## config.mk

```make
export PLATFORM = sky130hd
export DESIGN_NAME = fulladder_nb_triple
export DESIGN_NICKNAME = d
export VERILOG_FILES = /design/src/rtl/fulladder_nb_triple.sv
export SDC_FILE = /design/constraint.sdc
export NUM_CORES = 1
export LEC_CHECK = 0
export CORE_MARGIN = 3
export CORE_UTILIZATION = 35
export CTS_CLUSTER_SIZE = 10
export DETAILED_ROUTE_END_ITERATION = 7
export PLACE_DENSITY = 0.69
export SLEW_MARGIN = 20
export SYNTH_ARGS = -nofsm -noshare
export SYNTH_HDL_FRONTEND = slang
export SYNTH_SLANG_ARGS = --single-unit
```

## constraint.sdc

```tcl
create_clock -name clk -period 3.2 [get_ports clk]
set_input_delay 0.64 -clock clk [delete_from_list [all_inputs] [get_ports clk]]
set_output_delay 0.64 -clock clk [all_outputs]
set_load 0.02 [all_outputs]
```

## src/rtl/fulladder_nb_triple.sv

```systemverilog
// fulladder_nb_triple: three independent full-adder lanes plus a clocked lane-agreement monitor
module fulladder_nb_triple #(
  parameter int MISM_CNT_W = 8,
  parameter bit FAULT_V = 1'b0
) (
  input  logic clk,
  input  logic reset_n,
  input  logic a_sv,
  input  logic b_sv,
  input  logic cin_sv,
  output logic s_sv,
  output logic cout_sv,
  input  logic a_v,
  input  logic b_v,
  input  logic cin_v,
  output logic s_v,
  output logic cout_v,
  input  logic a_vhd,
  input  logic b_vhd,
  input  logic cin_vhd,
  output logic s_vhd,
  output logic cout_vhd,
  output logic lane_mismatch,
  output logic [MISM_CNT_W-1:0] mismatch_cnt
);
  logic p_sv, g_sv, p_v, g_v, p_vhd, g_vhd, same, diff;
  assign p_sv = a_sv ^ b_sv;
  assign g_sv = a_sv & b_sv;
  assign s_sv = p_sv ^ cin_sv;
  assign cout_sv = g_sv | (p_sv & cin_sv);
  assign p_v = a_v ^ b_v;
  assign g_v = a_v & b_v;
  // FAULT_V is a stub that corrupts the v-lane sum so the monitor can be exercised
  assign s_v = p_v ^ cin_v ^ FAULT_V;
  assign cout_v = g_v | (p_v & cin_v);
  assign p_vhd = a_vhd ^ b_vhd;
  assign g_vhd = a_vhd & b_vhd;
  assign s_vhd = p_vhd ^ cin_vhd;
  assign cout_vhd = g_vhd | (p_vhd & cin_vhd);
  assign same = ({a_sv, b_sv, cin_sv} == {a_v, b_v, cin_v}) && ({a_sv, b_sv, cin_sv} == {a_vhd, b_vhd, cin_vhd});
  assign diff = same && (({s_sv, cout_sv} != {s_v, cout_v}) || ({s_sv, cout_sv} != {s_vhd, cout_vhd}));
  // sticky flag and saturating counter of edges where equal-input lanes disagree
  always_ff @(posedge clk or negedge reset_n)
    if (!reset_n) begin
      lane_mismatch <= 1'b0;
      mismatch_cnt <= '0;
    end else if (diff) begin
      lane_mismatch <= 1'b1;
      mismatch_cnt <= (&mismatch_cnt) ? mismatch_cnt : mismatch_cnt + 1'b1;
    end
endmodule

```

==> results.ini <==
[placement]
dpl_cell_area_um2=850
io_buffers=25
routabilityCongestion=0.728
dpl.hpwl_um=1120

[sta]
slew_headroom_pct=73.8
rsz0062_at_grt=no
slew_viol_final=0
hold_viol_final=0
fin_skew_ns=0.00345
worstMarginPinSlew_ns=0.391
finalCritPeriodShare_pct=94.1
max_freq_mhz=332
fin_setup_tns_ns=0
post-route-min-period_ns=3.01
setup_viol=0

[worst_setup_path]
path_class=in -> out
cp.arrival_ns=2.37
worstPathRequired_ns=2.56
path_cells=clkdlybuf4s50_1, inv_1, fa_1, inv_1, clkdlybuf4s50_1
start_kind=primary input
cpMaxStageDelayCell=clkdlybuf4s50_1
cp_max_fo=3
critical-path-max-stage-delay_ns=0.59
cp-end-kind=output pin

[run]
max-cap-violations=0

[floorplanning]
dieWidth_um=46.7
start_util_pct=38.0
core_mm2=0.00152
pin_count=26
rows=14
die_y_um=46.7
die-area_mm2=0.00218

[power]
p_leak_nw=0.415
max-vdd-ir-drop_uv=337
power_density_mw_per_mm2=419

[global_route]
grt_usage_pct=13.5
grt_pass1_vias=456
grt_max_degree=10
antenna_found_initial=0
grt_remaining_overflow=0
grt_pass1_wl_um=2030

[cts]
root_buffer=clkbuf_4
numClockSinks=9
clk-insertion-delay-late_ns=0.25
post_cts_buffers=0
cts_buffers=3
cts_buffer_depth=2
cts_resized=0
htreeDepth=1
tritoncts=done
cts_hold_buf=0
clk_pin_slew_worst_paths_ns=0.05

[detailed_routing]
ant_nets=0
dr_total_vias=530
drt_iter0_drc=7
wire_per_inst_um=12.2
drc=0
firstDrtPassIters=4
viasPerCell=5.05
wirelength_um=1280

[final_layout]
final_layout_size_suffix_gt1_share_pct=10.1
regArea_um2=225
nNetsFinal=105
synthToLayoutAreaGrowth_pct=51.2
final_util_pct=57.5
multi_input_area_um2=328
fill_cells=133
design_area_um2=876
antenna_cells=0

[status]
status=completed

[min_path]
worstHoldPathType=reg -> reg

[logic_synthesis]
yosysWarnings=0
syn_area_um2=579
avgSynthCellArea_um2=9.66
synth_cell_types=21
syn_nets=75
yosysSeqAreaShare_pct=38.9
yosys_register_bits=9
syn_inst=60

## where the power goes
part	internal [mW]	total [mW]	switching (mW)
clock	0.0477	0.0817	0.0340
combinational	0.0730	0.141	0.0684
sequential	0.128	0.144	0.0152
total	0.249	0.367	0.118
## registers in the layout, summed over array words and instances, names as in the netlist
name and cells:
mismatch_cnt 8, lane_mismatch 1
## logic make-up after synthesis
family	count (synthesis)	synth area share, %
AO/OA/AOI/OAI	5	6.26
XOR/XNOR	6	9.07
adder cells (fa/ha/maj)	4	12.5
buffers and inverters	7	4.54
flip-flops	9	38.9
multiplexers	2	3.89
AND/OR/NAND/NOR	27	24.8
## final cells by class
type                    instances  share of cell area [%]
clock buffers                   4                    3.00
inverters                       7                    3.00
flip-flops and latches          9                    25.7
repair buffers                 25                    28.6
well taps                      16                    2.29
multi-input cells              44                    37.4
## per-stage QoR
stage | setup slack (ns) | hold WS (ns) | cells | total power, mW
2_1_floorplan | 0.614 | 0.344 | 60 | 0.215
3_3_place_gp | 0.193 | 0.445 | 101 | 0.286
3_5_place_dp | 0.129 | 0.449 | 101 | 0.288
4_1_cts | 0.179 | 0.467 | 105 | 0.371
5_1_grt | 0.116 | 0.497 | 105 | 0.395
6_report | 0.187 | 0.463 | 105 | 0.367
## synthesized netlist by cell type, drive strengths merged
library cell	count	area (um2)
a21o	1	7.51
inv	7	26.3
nand2	5	18.8
nor2	3	11.3
or2b	2	17.5
nand4	1	6.26
dfrtp	9	225
and3	2	13.8
or3	2	12.5
ha	1	12.5
nand2b	1	6.26
a221o	1	11.3
fa	3	60.1
mux2	2	22.5
nand3	5	25.0
xor2	6	52.6
o22ai	2	12.5
nor4	2	12.5
nor3	4	20.0
o21ai	1	5.00
## path summary, 6_finish.rpt
| kind | startpoint | slack, ns | to | cells past startpoint |
|---|---|---|---|---|
| worst max-delay path | a_sv | 0.19 | s_sv | 5 |
| worst min-delay path | lane_mismatch | 0.46 | lane_mismatch | 1 |
| worst max register to register | mismatch_cnt[0] | 1.61 | mismatch_cnt[1] | 5 |
| worst min register to register | lane_mismatch | 0.46 | lane_mismatch | 1 |
| max in group asynchronous | reset_n | 2.24 | mismatch_cnt[4] | 1 |
| min in group asynchronous | reset_n | 0.68 | mismatch_cnt[5] | 1 |
## layer usage
metal	vias up	track usage, %	wire length [um]
li1	268	-	-
met1	251	19.1	599
met2	11	18.7	612
met3	0	7.03	67
met4	0	1.66	0
met5	-	0	0
## critical path, delay by kind of cell
kind       cells  cell delay (ns)
buf+inv        4             1.23
fa+ha+maj      1             0.50
## cells in the final DEF, fill, tap and decap left out, drive strengths merged
| cell type | netlist | final |
|---|---|---|
| mux2 | 2 | 2 |
| nor2 | 3 | 3 |
| nand2 | 5 | 5 |
| a21o | 1 | 1 |
| nand4 | 1 | 1 |
| dfrtp | 9 | 9 |
| a221o | 1 | 1 |
| xor2 | 6 | 6 |
| inv | 7 | 7 |
| and3 | 2 | 2 |
| nor3 | 4 | 4 |
| nand3 | 5 | 5 |
| or2b | 2 | 2 |
| o21ai | 1 | 1 |
| clkdlybuf4s50 | 0 | 25 |
| nand2b | 1 | 1 |
| fa | 3 | 3 |
| ha | 1 | 1 |
| clkbuf | 0 | 4 |
| or3 | 2 | 2 |
| nor4 | 2 | 2 |
| o22ai | 2 | 2 |
(Power assumes the default switching activity.)
